<file path="config.mk">
export PLATFORM = sky130hd
export DESIGN_NAME = video_fetch
export DESIGN_NICKNAME = d
export VERILOG_FILES = /design/src/rtl/video_pkg.sv /design/src/rtl/video_sync.sv /design/src/rtl/video_fetch.sv
export SDC_FILE = /design/constraint.sdc
export NUM_CORES = 1
export LEC_CHECK = 0
export BUFFER_PORTS_ARGS = -buffer_cell sky130_fd_sc_hd__buf_2
export CORE_UTILIZATION = 50
export CTS_CLUSTER_DIAMETER = 30
export DETAILED_ROUTE_END_ITERATION = 6
export GPL_TIMING_DRIVEN = 0
export PLACE_DENSITY = 0.69
export SETUP_SLACK_MARGIN = 0.3
export SKIP_LAST_GASP = 1
export SYNTH_ARGS = -nofsm -noshare
export SYNTH_HDL_FRONTEND = slang
export SYNTH_SLANG_ARGS = --single-unit
</file>
<file path="constraint.sdc">
create_clock -name clock -period 2.21 [get_ports clock]
set_clock_uncertainty 0.2 [all_clocks]
set_input_delay 0.3315 -clock clock [delete_from_list [all_inputs] [get_ports clock]]
set_output_delay 0.3315 -clock clock [all_outputs]
set_load 0.02 [all_outputs]
</file>
<file path="src/rtl/video_pkg.sv">
// Video fetch shared definitions: raster geometry, window
// bounds, fetch slot numbering and cell address/colour helpers.
package video_pkg;

  localparam int H_TOTAL = 456;
  localparam int V_TOTAL = 311;
  localparam int ADDR_W  = 14;
  localparam int CNT_W   = 9;

  typedef logic [CNT_W-1:0] cnt_t;

  localparam cnt_t DISP_W    = 9'd256;
  localparam cnt_t DISP_H    = 9'd192;
  localparam cnt_t PIX_DELAY = 9'd8;
  localparam cnt_t PIX_START = PIX_DELAY;
  localparam cnt_t PIX_END   = DISP_W + PIX_DELAY;

  localparam cnt_t HBLANK_START = 9'd320;
  localparam cnt_t HBLANK_END   = 9'd415;
  localparam cnt_t HSYNC_START  = 9'd344;
  localparam cnt_t HSYNC_END    = 9'd375;
  localparam cnt_t VBLANK_START = 9'd248;
  localparam cnt_t VBLANK_END   = 9'd255;
  localparam cnt_t VSYNC_START  = 9'd248;
  localparam cnt_t VSYNC_END    = 9'd251;
  localparam cnt_t IRQ_LINE     = VBLANK_START;
  localparam cnt_t IRQ_LEN      = 9'd64;

  localparam logic [2:0] SLOT_BMP_ADDR  = 3'd0;
  localparam logic [2:0] SLOT_BMP_CAP   = 3'd1;
  localparam logic [2:0] SLOT_ATTR_ADDR = 3'd2;
  localparam logic [2:0] SLOT_ATTR_CAP  = 3'd3;
  localparam logic [2:0] SLOT_LOAD      = 3'd7;

  // Spectrum screen layout interleaves the three row fields
  function automatic logic [12:0] bmp_offset(
    input logic [7:0] y,
    input logic [4:0] col
  );
    return {y[7:6], y[2:0], y[5:3], col};
  endfunction

  function automatic logic [12:0] attr_offset(
    input logic [7:0] y,
    input logic [4:0] col
  );
    return {3'b110, y[7:3], col};
  endfunction

  function automatic logic [3:0] cell_color(
    input logic [7:0] attr,
    input logic       pixel,
    input logic       flash
  );
    logic [2:0] ink;
    logic [2:0] paper;
    ink   = attr[2:0];
    paper = attr[5:3];
    if (attr[7] && flash) begin
      ink   = attr[5:3];
      paper = attr[2:0];
    end
    return {attr[6], pixel ? ink : paper};
  endfunction

endpackage

</file>
<file path="src/rtl/video_sync.sv">
// Raster timing: h/v counters, flash counter, registered
// sync/blank/irq aligned with the colour output register.
module video_sync
  import video_pkg::*;
#(
  parameter int HCOUNT = H_TOTAL,
  parameter int VCOUNT = V_TOTAL
) (
  input  logic clock,
  input  logic reset,
  input  logic ce,
  output cnt_t hcount,
  output cnt_t vcount,
  output logic frame_start,
  output logic flash,
  output logic visible,
  output logic hsync,
  output logic vsync,
  output logic blank,
  output logic irq
);

  localparam cnt_t H_LAST = cnt_t'(HCOUNT - 1);
  localparam cnt_t V_LAST = cnt_t'(VCOUNT - 1);

  logic [4:0] flash_cnt;
  logic       h_wrap;
  logic       v_wrap;
  logic       hblank;
  logic       vblank;
  logic       hs_c;
  logic       vs_c;
  logic       irq_win;

  always_comb begin
    h_wrap      = hcount == H_LAST;
    v_wrap      = vcount == V_LAST;
    hblank      = hcount >= HBLANK_START && hcount <= HBLANK_END;
    vblank      = vcount >= VBLANK_START && vcount <= VBLANK_END;
    hs_c        = hcount >= HSYNC_START && hcount <= HSYNC_END;
    vs_c        = vcount >= VSYNC_START && vcount <= VSYNC_END;
    irq_win     = vcount == IRQ_LINE && hcount < IRQ_LEN;
    frame_start = hcount == '0 && vcount == '0;
    visible     = !(hblank || vblank);
    flash       = flash_cnt[4];
  end

  always_ff @(posedge clock or negedge reset) begin
    if (!reset) begin
      hcount    <= '0;
      vcount    <= '0;
      flash_cnt <= '0;
      hsync     <= 1'b0;
      vsync     <= 1'b0;
      blank     <= 1'b1;
      irq       <= 1'b1;
    end else if (ce) begin
      hcount <= h_wrap ? '0 : hcount + 1'b1;
      if (h_wrap) begin
        vcount <= v_wrap ? '0 : vcount + 1'b1;
        if (v_wrap) flash_cnt <= flash_cnt + 1'b1;
      end
      hsync <= hs_c;
      vsync <= vs_c;
      blank <= !visible;
      irq   <= !irq_win;
    end
  end

endmodule

</file>
<file path="src/rtl/video_fetch.sv">
// Display fetch stage: drives video RAM reads one cell ahead,
// latches bitmap/attribute bytes and shifts out colour indices.
module video_fetch
  import video_pkg::*;
#(
  parameter int HCOUNT = H_TOTAL,
  parameter int VCOUNT = V_TOTAL,
  parameter int AW     = ADDR_W
) (
  input  logic          clock,
  input  logic          reset,
  input  logic          ce,
  input  logic          page,
  input  logic [2:0]    border,
  output logic [AW-1:0] a1,
  input  logic [7:0]    q1,
  output logic [3:0]    color,
  output logic          hsync,
  output logic          vsync,
  output logic          blank,
  output logic          irq
);

  cnt_t       hcount;
  cnt_t       vcount;
  logic       frame_start;
  logic       flash;
  logic       visible;
  logic       page_q;
  logic       cur_page;
  logic [2:0] slot;
  logic       fetch;
  logic       disp;
  logic [7:0] bmp_lat;
  logic [7:0] attr_lat;
  logic [7:0] shift;
  logic [7:0] attr_q;
  logic [3:0] pix_color;

  video_sync #(
    .HCOUNT(HCOUNT),
    .VCOUNT(VCOUNT)
  ) u_sync (
    .clock      (clock),
    .reset      (reset),
    .ce         (ce),
    .hcount     (hcount),
    .vcount     (vcount),
    .frame_start(frame_start),
    .flash      (flash),
    .visible    (visible),
    .hsync      (hsync),
    .vsync      (vsync),
    .blank      (blank),
    .irq        (irq)
  );

  // The first fetch of a frame already uses the newly sampled page
  always_comb begin
    slot      = hcount[2:0];
    fetch     = vcount < DISP_H && hcount < DISP_W;
    disp      = vcount < DISP_H && hcount >= PIX_START
                && hcount < PIX_END;
    cur_page  = frame_start ? page : page_q;
    pix_color = cell_color(attr_q, shift[7], flash);
  end

  always_ff @(posedge clock or negedge reset) begin
    if (!reset) begin
      page_q   <= 1'b0;
      a1       <= '0;
      bmp_lat  <= '0;
      attr_lat <= '0;
    end else if (ce) begin
      if (frame_start) page_q <= page;
      if (fetch) begin
        unique case (1'b1)
          slot == SLOT_BMP_ADDR:
            a1 <= AW'({cur_page, bmp_offset(vcount[7:0], hcount[7:3])});
          slot == SLOT_BMP_CAP:
            bmp_lat <= q1;
          slot == SLOT_ATTR_ADDR:
            a1 <= AW'({cur_page, attr_offset(vcount[7:0], hcount[7:3])});
          slot == SLOT_ATTR_CAP:
            attr_lat <= q1;
          default: ;
        endcase
      end
    end
  end

  always_ff @(posedge clock or negedge reset) begin
    if (!reset) begin
      shift  <= '0;
      attr_q <= '0;
      color  <= '0;
    end else if (ce) begin
      if (fetch && slot == SLOT_LOAD) begin
        shift  <= bmp_lat;
        attr_q <= attr_lat;
      end else begin
        shift <= {shift[6:0], 1'b0};
      end
      unique case (1'b1)
        !visible: color <= '0;
        disp:     color <= pix_color;
        default:  color <= {1'b0, border};
      endcase
    end
  end

endmodule
</file>
* Word level (Yosys, flattened, before mapping)
Index checks and enable logic that the tools add are counted.
Operators by class: add/subtract/negate cells 3, magnitude comparators 12, equal/unequal tests 7, mux-type cells 9, reduce and logical (&&, ||, !) cells 23
Operators with widths (number):
- case mux 14 bit (2 select lines) | 1
- adder 9 x 1 -> 9 bit (second input constant) | 2
- == test 9 bit (second input constant) | 2
- greater-or-equal comparator 9 bit (second input constant) | 2
- <= comparator 9 x 8 -> 1 bit (second input constant) | 2
- <= comparator 9 bit (second input constant) | 2
- zero test 9 bit | 2
- less-than comparator 9 bit (second input constant) | 2
- two-way mux 9 bit | 2
- AND reduction 3 bit | 4
- logical AND 1 bit | 11
- == test 9 x 8 -> 1 bit (second input constant) | 1
- greater-or-equal comparator 9 x 4 -> 1 bit (second input constant) | 1
- greater-or-equal comparator 9 x 8 -> 1 bit (second input constant) | 1
- less-than comparator 9 x 7 -> 1 bit (second input constant) | 1
- less-than comparator 9 x 8 -> 1 bit (second input constant) | 1
- two-way mux 3 bit | 3
- two-way mux 8 bit | 1
- case mux 4 bit (2 select lines) | 1
- == test 3 x 2 -> 1 bit (second input constant) | 2
- adder 5 x 1 -> 5 bit (second input constant) | 1
- AND reduction 2 bit | 2
- == test 3 x 1 -> 1 bit (second input constant) | 1
- == test 3 bit (second input constant) | 1
- 5 further kinds | 5
Storage, ports and cells: flip-flop bits (word level) 78, input bits 15

* Longest topological paths before layout
Gate-level depths: netlist of run 1.
depth after elaboration 4, mapped depth 8

* Hierarchy
From an unflattened synthesis of run 1, not the netlist that was laid out.
Second synthesis, totals: cells, all modules 323, area total of the unflattened synthesis 3703.6 um^2
By module, submodules not included:
- video_fetch | times used 1, cells an instance 168, area an instance 2168.3 um^2, sequential area each 1276.2 um^2
- video_sync | times used 1, cells an instance 155, area an instance 1535.2 um^2, sequential area each 678.2 um^2

* Worst setup path before layout of run 1
No wires, ideal clock.
path kind reg2reg, start point reg u_sync.hcount[3], end point reg u_sync.flash_cnt[1], setup time 0.125 ns, arrival 1.774 ns, path slack 0.112 ns, cell stages (with the launch flop) 6, path buffers 1, period minus slack after synthesis 2.098 ns, path through dfrtp_1 -> buf_6 -> or3_4 -> or3_4 -> nor2_4 -> mux2_2
Between the ends: cells in the longest elaborated chain, start to end 2
RTL lines:
- start: declaration | RTL line video_sync.sv:12 | output cnt_t hcount,
- start signal: assignment | RTL line video_sync.sv:58 | hcount <= h_wrap ? '0 : hcount + 1'b1;
- == test 9 bit | RTL line video_sync.sv:36 | h_wrap = hcount == H_LAST;
- AND reduction 3 bit (no line)
- end signal: assignment | RTL line video_sync.sv:61 | if (v_wrap) flash_cnt <= flash_cnt + 1'b1;
- end: declaration | RTL line video_sync.sv:26 | logic [4:0] flash_cnt;
Every way passes these cells. A chain may end at the register's enable or synchronous reset.

* Final worst setup path of run 1
Ends and elaborated chain as after synthesis.

==> metrics.csv, run 1 <==
metric,value,unit
slowest_delay,0.45,ns
drc,0,
hold_path.class,input pin to flip-flop,
report.power.total,3.476,mW
antenna_found_initial,0,
crit_buf_inv,1,
critPathArrivalTime,2.13,ns
maxSlewHeadroom,58.91,%
setup_tns,0,ns
grt_pass1_wl,12.59,mm
worstMarginPinSlew,0.6163,ns
finalHoldViolations,0,
drt-initial-drc-count,179,
cap_violations,0,
die_area,7681,um2
setup_viol,0,
netlist_area,3667,um2
cts.sinks,78,
yosysTopAreaCell,dfrtp_1,
timing.final.ws_setup,0.1133,ns
cpMostUsedCell,or3_4,
cts_tree,built,
synth_seq_cells,78,
drive_gt1_share,37.78,%
hold_ws,0.01602,ns
drv_slew,0,
ir_worst_vdd,0.3413,mV
ios,37,
synth.distinct_cells,36,
vias,2740,
routabilityCongestion,0.8441,
path_cells,"buf_6, or3_4, or3_4, nor2_4, mux2_4",
antenna_left,0,
routed_wl,7.734,mm
portBuffers,35,
grt_max_degree,46,
critPathRequiredTime,2.25,ns
grt_use_total,21.70,%
fin_cells,501,
critPathTopFamily,simple AND/OR/NAND/NOR gates,
antennaDiodeCount,0,
syn_nets,359,
start_kind,flip-flop,
path_class,flip-flop to flip-flop,
synthTopCellsByArea,"dfrtp_1, mux2_2, ha_1, nand2_1, o21ai_0",
final_cell_mix,"dfrtp_1, mux2_2, buf_2",
wl_per_cell,15.44,um
slowest_stage,or3_4,
cts_root_buf,clkbuf_8,
numCtsBuffers,9,
powerDensity,755.9,nW/um2
grt_overflow,0,
rsz0062_at_grt,true,
status,completed,
fin_nets,426,
fp.dieH,87.64,um
fin_crit_sh,94.87,%
dp.cells,465,
layout_commonest_cell,dfrtp_1,
avgSynthCellArea,11.01,um2
via_per_inst,5.469,
fin_util,66.22,%
cts.clk_slew.worst_paths,0.08,ns
core_area,6944,um2
leakage,2.259,nW
drt_first_pass_iters,4,
start_util,52.81,%
synthCells,333,
cp_max_fo,5,
pre_cts_ws,-0.04778,ns
placed_area,4003,um2
worstSetupEndpointType,flip-flop,
fin_area,4598,um2
fmax,0.4769,GHz
place_hpwl,5.063,mm
die_w,87.64,um
htreeDepth,3,
finalCriticalPeriod,2.097,ns
yosysSeqAreaShare,53.29,%
synth_top_area_share,51.86,%
rows,30,
ys_warn_count,0,
synthToLayoutAreaGrowth,25.38,%
grt_pass1_vias,2636,
cts.path.max_buffers,2,
clk_latency,0.35,ns
[flip-flops by register name, indices dropped and copies added (netlist names)]
register,cells
u_sync.irq,1
attr_q,8
u_sync.vcount,9
attr_lat,8
u_sync.vsync,1
page_q,1
shift,8
bmp_lat,8
color,4
u_sync.hsync,1
u_sync.hcount,9
a1,14
u_sync.flash_cnt,5
u_sync.blank,1
[synthesized netlist by cell type, drive strengths merged]
| library cell | count |
|---|---|
| a211oi | 1 |
| a21oi | 13 |
| a31oi | 8 |
| and3 | 4 |
| and4 | 1 |
| and4b | 2 |
| buf | 7 |
| clkbuf | 12 |
| dfrtp | 76 |
| dfstp | 2 |
| ha | 11 |
| inv | 16 |
| mux2 | 36 |
| mux2i | 9 |
| nand2 | 28 |
| nand3 | 13 |
| nand4 | 10 |
| nand4b | 1 |
| nor2 | 26 |
| nor2b | 4 |
| nor3 | 3 |
| nor4 | 2 |
| nor4b | 1 |
| o2111ai | 1 |
| o211a | 1 |
| o21ai | 20 |
| o22ai | 6 |
| o31ai | 5 |
| or3 | 2 |
| xnor2 | 6 |
| xor2 | 6 |
[power breakdown]
part | switching (mW) | internal, mW
clock network | 0.546 | 0.870
logic | 0.290 | 0.223
registers | 0.0569 | 1.49
total | 0.893 | 2.58
[metal layers]
| layer | vias up | global-route usage (%) | share of wire (%) |
|---|---|---|---|
| met5 | - | 0 | 0 |
| met4 | 0 | 10.58 | 1.8 |
| met3 | 12 | 3.959 | 3.6 |
| met2 | 69 | 33.74 | 48 |
| met1 | 1361 | 29.47 | 47 |
| li1 | 1298 | - | - |
[cell type report]
class	instances	area (um2)
clock inverter	7	146.4
timing repair buffer	56	369.1
fill	543	2346
buffer	19	131.4
inverter	16	62.56
tap	96	120.1
sequential	78	1961
multi-input combinational	220	1684
clock buffer	9	123.9
[timing repair]
item | 4_1_cts | 5_1_grt
gates cloned | 0 | 0
pin swaps | 9 | 14
hold endpoints to repair | 33 | 0
hold buffers | 1 | 0
endpoints found under the setup margin | 68 | 62
resized for setup | 28 | 38
buffers inserted | 11 | 8
[worst register-to-register path: stages, from the launching register on]
cell and delay, ns:
dfrtp_1 0.38, buf_6 0.11, or3_4 0.38, or3_4 0.45
nor2_4 0.16, mux2_4 0.31
[cells by family after synthesis]
family / count (synthesis) / synth area share, %
mux: 45 / 13.51
buf+inv: 35 / 4.196
compound gates: 55 / 8.769
flops: 78 / 53.29
simple gates: 97 / 13.61
xor+xnor: 12 / 2.866
fa+ha+maj: 11 / 3.753
[worst paths after layout]
check / from / slack [ns] / end / depth (start not counted)
min reg2reg: a1[12]$_DFFE_PN0P_ / 0.27 / a1[12]$_DFFE_PN0P_ / 2
min in group asynchronous: reset / 0.30 / a1[0]$_DFFE_PN0P_ / 2
max in group asynchronous: reset / 0.89 / u_sync.blank$_DFFE_PN1P_ / 3
min: border[1] / 0.02 / color[1]$_DFFE_PN0P_ / 3
max reg2reg: u_sync.hcount[3]$_DFFE_PN0P_ / 0.11 / u_sync.flash_cnt[1]$_DFFE_PN0P_ / 5
max: u_sync.hcount[3]$_DFFE_PN0P_ / 0.11 / u_sync.flash_cnt[1]$_DFFE_PN0P_ / 5
Note: power is estimated with default switching activity, not from simulation.
==> run 2, diff against run 1 <==
--- a/config.mk
+++ b/config.mk
@@ -6,11 +6,13 @@
 export NUM_CORES = 1
 export LEC_CHECK = 0
 export BUFFER_PORTS_ARGS = -buffer_cell sky130_fd_sc_hd__buf_2
+export CORE_ASPECT_RATIO = 1.75
 export CORE_UTILIZATION = 50
 export CTS_CLUSTER_DIAMETER = 30
 export DETAILED_ROUTE_END_ITERATION = 6
 export GPL_TIMING_DRIVEN = 0
 export PLACE_DENSITY = 0.69
+export RECOVER_POWER = 25
 export SETUP_SLACK_MARGIN = 0.3
 export SKIP_LAST_GASP = 1
 export SYNTH_ARGS = -nofsm -noshare
==> run 2 against run 1 <==
  * Clock power down 6%
  * Critical endpoint is now page_q$_DFFE_PN0P_
  * Critical path depth is 3 higher
  * Worst setup slack lost 0.017 ns
  * Utilization is 1.8 points higher
  * Die area up 0.18%
  * Count of clock-buffer cells in the layout grew 2
==> metrics.csv, run 2 (synthesized netlist as in run 1, its figures left out) <==
metric,value,unit
htreeDepth,3,
cts.path.max_buffers,2,
fp.dieH,115.3,um
leakage,2.346,nW
critPathArrivalTime,2.13,ns
drt_first_pass_iters,4,
wl_per_cell,17.08,um
placed_area,3990,um2
start_kind,flip-flop,
clk_latency,0.34,ns
path_cells,"buf_6, buf_4, buf_6, nor3_4, nand3_2, nor4_4, nand2_1, mux2_2",
drc,0,
antenna_found_initial,0,
worstMarginPinSlew,0.7192,ns
hold_path.class,input pin to flip-flop,
portBuffers,35,
dp.cells,455,
start_util,51.43,%
slowest_delay,0.37,ns
cap_violations,0,
fmax,0.4732,GHz
fin_area,4852,um2
antenna_left,0,
finalHoldViolations,0,
worstSetupEndpointType,flip-flop,
ir_worst_vdd,0.6720,mV
fin_nets,438,
largest_register_ffs,14,
drive_gt1_share,43.41,%
critPathTopFamily,simple AND/OR/NAND/NOR gates,
critPathRequiredTime,2.23,ns
cpMostUsedCell,buf_6,
routabilityCongestion,0.8317,
drv_slew,0,
die_area,7695,um2
layout_commonest_cell,dfrtp_1,
rsz0062_at_grt,true,
cp_max_fo,2,
cp-startpoint,u_sync.hcount[5]$_DFFE_PN0P_,
final_cell_mix,"dfrtp_1, buf_2, mux2_2",
setup_viol,0,
status,completed,
regMostFlops,a1,
maxSlewHeadroom,52.05,%
grt_max_degree,53,
numCtsBuffers,9,
vias,2772,
grt_overflow,0,
grt_pass1_wl,12.96,mm
cts.clk_slew.worst_paths,0.06,ns
core_area,7131,um2
routed_wl,8.593,mm
path_class,flip-flop to flip-flop,
slowest_stage,dfrtp_1,
powerDensity,736.0,nW/um2
cts_root_buf,clkbuf_16,
cts_tree,built,
place_hpwl,5.501,mm
drt-initial-drc-count,163,
min_from,q1[1],
setup_tns,0,ns
crit_buf_inv,3,
fin_crit_sh,95.63,%
ios,37,
reg_top3,"a1: 14 flops, u_sync.hcount: 9 flops, u_sync.vcount: 9 flops",
finalCriticalPeriod,2.113,ns
fin_cells,503,
grt_use_total,23.43,%
grt_pass1_vias,2643,
synthToLayoutAreaGrowth,32.31,%
die_w,66.74,um
rows,41,
r2r_start,u_sync.hcount[5]$_DFFE_PN0P_,
antennaDiodeCount,0,
via_per_inst,5.511,
hold_ws,0.04153,ns
cts.sinks,78,
## run 2: changes by cell type in the layout (fill, tap and decap cells not counted), sizes merged
cell / before / now
clkbuf: 20 / 22
bufinv: 4 / 0
buf: 63 / 75
clkinv: 3 / 5
## run 2: power by group
part,switching (mW),internal [mW],leakage [nW]
registers,0.0631,1.49,1.02
clock network,0.562,0.780,0.139
logic,0.348,0.325,1.18
## run 2: what timing repair did
| action | in CTS | in global routing |
|---|---|---|
| hold buffers | 1 | 0 |
| gates resized for setup | 50 | 54 |
| setup buffers | 18 | 12 |
| pin swaps | 15 | 17 |
| cloned | 1 | 0 |
| setup endpoints to repair | 69 | 69 |
| endpoints found under the hold margin | 24 | 0 |
## run 2: worst paths after layout
path                                                 to  slack, ns  cells after the start
hold reg to reg                       a1[3]$_DFFE_PN0P_       0.27                      2
setup / recovery                     page_q$_DFFE_PN0P_        0.1                      8
min in group asynchronous  u_sync.vcount[6]$_DFFE_PN0P_       0.38                      2
hold / removal                  attr_lat[1]$_DFFE_PN0P_       0.04                      2
max in group asynchronous  u_sync.hcount[0]$_DFFE_PN0P_       0.73                      3
setup reg to reg                     page_q$_DFFE_PN0P_        0.1                      8
## run 2: layout make-up
type                            instances  area (um2)
Buffer                                 19       147.6
Clock buffer                           11       242.7
Clock inverter                          5       25.02
Fill cell                             526        2278
Inverter                               16       60.06
Multi-Input combinational cell        220        1824
Sequential cell                        78        1962
Tap cell                               86       107.6
Timing Repair Buffer                   68       483.0
## run 2: layer usage
metal | share of wire (%) | GRT usage, % | up-vias
li1 | - | - | 1319
met2 | 54 | 41.21 | 64
met4 | 3.2 | 9.929 | 0
met3 | 3.3 | 6.349 | 24
met5 | 0 | 0 | -
met1 | 39 | 25.83 | 1365
## run 2: metrics by stage
stage / util, % / setup slack (ns) / power (mW)
floorplan: - / 0.1439 / 1.852
global placement: 55.54 / -0.08692 / 1.964
detailed placement: 55.96 / -0.08364 / 1.985
CTS: 64.06 / 0.1162 / 3.458
global route: 68.05 / 0.004693 / 3.696
finish: 68.05 / 0.09668 / 3.571
==> run 3, diff against run 2 <==
--- a/config.mk
+++ b/config.mk
@@ -7,11 +7,11 @@
 export LEC_CHECK = 0
 export BUFFER_PORTS_ARGS = -buffer_cell sky130_fd_sc_hd__buf_2
 export CORE_ASPECT_RATIO = 1.75
-export CORE_UTILIZATION = 50
+export CORE_UTILIZATION = 35
 export CTS_CLUSTER_DIAMETER = 30
 export DETAILED_ROUTE_END_ITERATION = 6
 export GPL_TIMING_DRIVEN = 0
-export PLACE_DENSITY = 0.69
+export PLACE_DENSITY_LB_ADDON = 0.1
 export RECOVER_POWER = 25
 export SETUP_SLACK_MARGIN = 0.3
 export SKIP_LAST_GASP = 1
==> constraint.sdc (replaced) <==
create_clock -name clock -period 2.7 [get_ports clock]
set_clock_uncertainty 0.2 [all_clocks]
set_input_delay 0.405 -clock clock [delete_from_list [all_inputs] [get_ports clock]]
set_output_delay 0.405 -clock clock [all_outputs]
set_load 0.02 [all_outputs]
==> run 3 against run 2 <==
  * The flow now finishes with violations (capacitance limit, slew limit)
  * Global-route usage fell by 6.9 points
  * Combinational power down 48%
  * Count of clock-buffer cells in the layout fell by 1
  * Critical path depth fell by 3
  * Sequential cell count unchanged
  * Die area increased by 42%
  * Cell count increased by 2.2%
  * Critical path type unchanged
==> metrics.csv, run 3 (synthesized netlist as in run 1, its figures left out) <==
metric,value,unit
status,finished with violations,
violations,"capacitance limit, slew limit",
fin_crit_sh,86.78,%
rrSetupSlack,0.36,ns
layout_commonest_cell,dfrtp_1,
largest_register_ffs,14,
cts.clk_slew.worst_paths,0.06,ns
finalHoldViolations,0,
cts.path.max_buffers,2,
nFillCells,1012,
hold_path.class,input pin to flip-flop,
grt_pass1_wl,13.17,mm
r2r_end,u_sync.flash_cnt[1]$_DFFE_PN0P_,
regMostFlops,a1,
fin_nets,408,
hold_ws,0.1029,ns
place_hpwl,6.029,mm
slowest_delay,0.44,ns
fmax,0.4268,GHz
hold_path_end,color[2]$_DFFE_PN0P_,
worstMarginPinSlew,1.568,ns
cts.sinks,78,
maxSlewHeadroom,-4.522,%
reg_top3,"a1: 14 flops, u_sync.hcount: 9 flops, u_sync.vcount: 9 flops",
antenna_found_initial,0,
portBuffers,35,
synthToLayoutAreaGrowth,19.11,%
critPathArrivalTime,2.36,ns
rsz0062_at_grt,true,
setup_viol,0,
min_from,border[2],
die_w,79.38,um
routabilityCongestion,0.7892,
leakage,2.143,nW
vias,2613,
finalCriticalPeriod,2.343,ns
slowest_stage,or3_4,
core_area,10240,um2
htreeDepth,3,
grt_pass1_vias,2599,
grt_overflow,0,
antenna_left,0,
ios,37,
cap_violations,1,
grt_use_total,16.54,%
drc,0,
holdPathStages,3,
numCtsBuffers,9,
reg2reg_depth,5,
start_util,35.82,%
via_per_inst,5.084,
drive_gt1_share,26.87,%
fp.dieH,137.4,um
critPathRequiredTime,2.72,ns
drt-initial-drc-count,132,
ir_worst_vdd,0.3863,mV
worstSetupEndpointType,flip-flop,
r2r_start,u_sync.hcount[8]$_DFFE_PN0P_,
grt_max_degree,53,
start_kind,flip-flop,
drv_slew,27,
rows,49,
setup_tns,0,ns
cp_max_fo,9,
path_cells,"clkbuf_1, nand4_1, or3_4, nor2_4, mux2_2",
clk_latency,0.34,ns
wl_per_cell,15.98,um
antennaDiodeCount,0,
routed_wl,8.215,mm
drt_first_pass_iters,4,
cts_tree,built,
cts_root_buf,clkbuf_16,
die_area,10910,um2
final_cell_mix,"dfrtp_1, buf_2, mux2_2",
powerDensity,653.3,nW/um2
path_class,flip-flop to flip-flop,
==> run 3: cell count changes in the layout (fill, tap and decap cells not counted), moves of 4 or more <==
cell | previous run | this run
clkinv_2 | 5 | 1
nand3_1 | 8 | 13
o21ai_0 | 8 | 19
nor2_1 | 20 | 25
buf_6 | 14 | 2
o21ai_1 | 9 | 1
buf_4 | 22 | 2
dfrtp_2 | 6 | 0
nor2_2 | 4 | 0
dfrtp_1 | 70 | 76
clkbuf_1 | 5 | 11
==> run 3: routing by layer <==
metal / part of all wire (%) / global-route usage (%) / routed length [um] / up-vias
li1: - / - / - / 1266
met1: 39 / 17.51 / 3229 / 1276
met2: 54 / 29.79 / 4434 / 51
met3: 2.8 / 3.311 / 227 / 20
met4: 3.9 / 9.798 / 323 / 0
met5: 0 / 0 / 0 / -
==> run 3: final cells by class <==
cell class	count	area (um2)	area share [%]
timing repair buffer	38	219.0	5.013
sequential	78	1954	44.74
clock inverter	6	68.82	1.575
tap	127	158.9	3.638
clock buffer	10	239.0	5.471
inverter	16	60.06	1.375
buffer	19	96.34	2.206
multi-input combinational	220	1572	35.98
==> run 3: power by group <==
part           internal [mW]  switching, mW  total [mW]
sequential              1.22         0.0469        1.27
clock                  0.747          0.492        1.24
combinational          0.138          0.209       0.348
==> run 3: repair_timing <==
action,CTS,global route
pin swaps,0,1
hold buffers,1,0
resized for setup,1,5
setup buffers,0,1
endpoints found under the setup margin,4,27
hold endpoints to repair,25,0
==> run 3: per-stage QoR <==
stage	cells	util (%)	power (mW)	setup slack [ns]	cell area, um2
2_1_floorplan	333	-	1.516	0.6018	3667
3_3_place_gp	495	39.08	1.624	0.2973	4001
3_5_place_dp	496	39.37	1.639	0.2799	4031
4_1_cts	513	42.49	2.898	0.3440	4350
5_1_grt	514	42.66	2.981	0.2064	4368
6_report	514	42.66	2.854	0.3570	4368
==> run 3: critical path: cells and delay by family (launching register included) <==
family                 cells  cell delay (ns)
multiplexers               1             0.36
buffers and inverters      1             0.43
flip-flops                 1             0.32
AND/OR/NAND/NOR            3             0.91
==> run 3: worst max-delay path by stage <==
stage	from	endpoint	slack (ns)
3_3_place_gp	u_sync.hcount[8]$_DFFE_PN0P_	a1[4]$_DFFE_PN0P_	0.30
6_report	u_sync.hcount[8]$_DFFE_PN0P_	u_sync.flash_cnt[1]$_DFFE_PN0P_	0.36
4_1_cts	u_sync.hcount[8]$_DFFE_PN0P_	a1[2]$_DFFE_PN0P_	0.34
5_1_grt	reset	u_sync.blank$_DFFE_PN1P_	0.21
3_5_place_dp	ce	color[3]$_DFFE_PN0P_	0.28
2_1_floorplan	u_sync.hcount[3]$_DFFE_PN0P_	u_sync.flash_cnt[1]$_DFFE_PN0P_	0.60
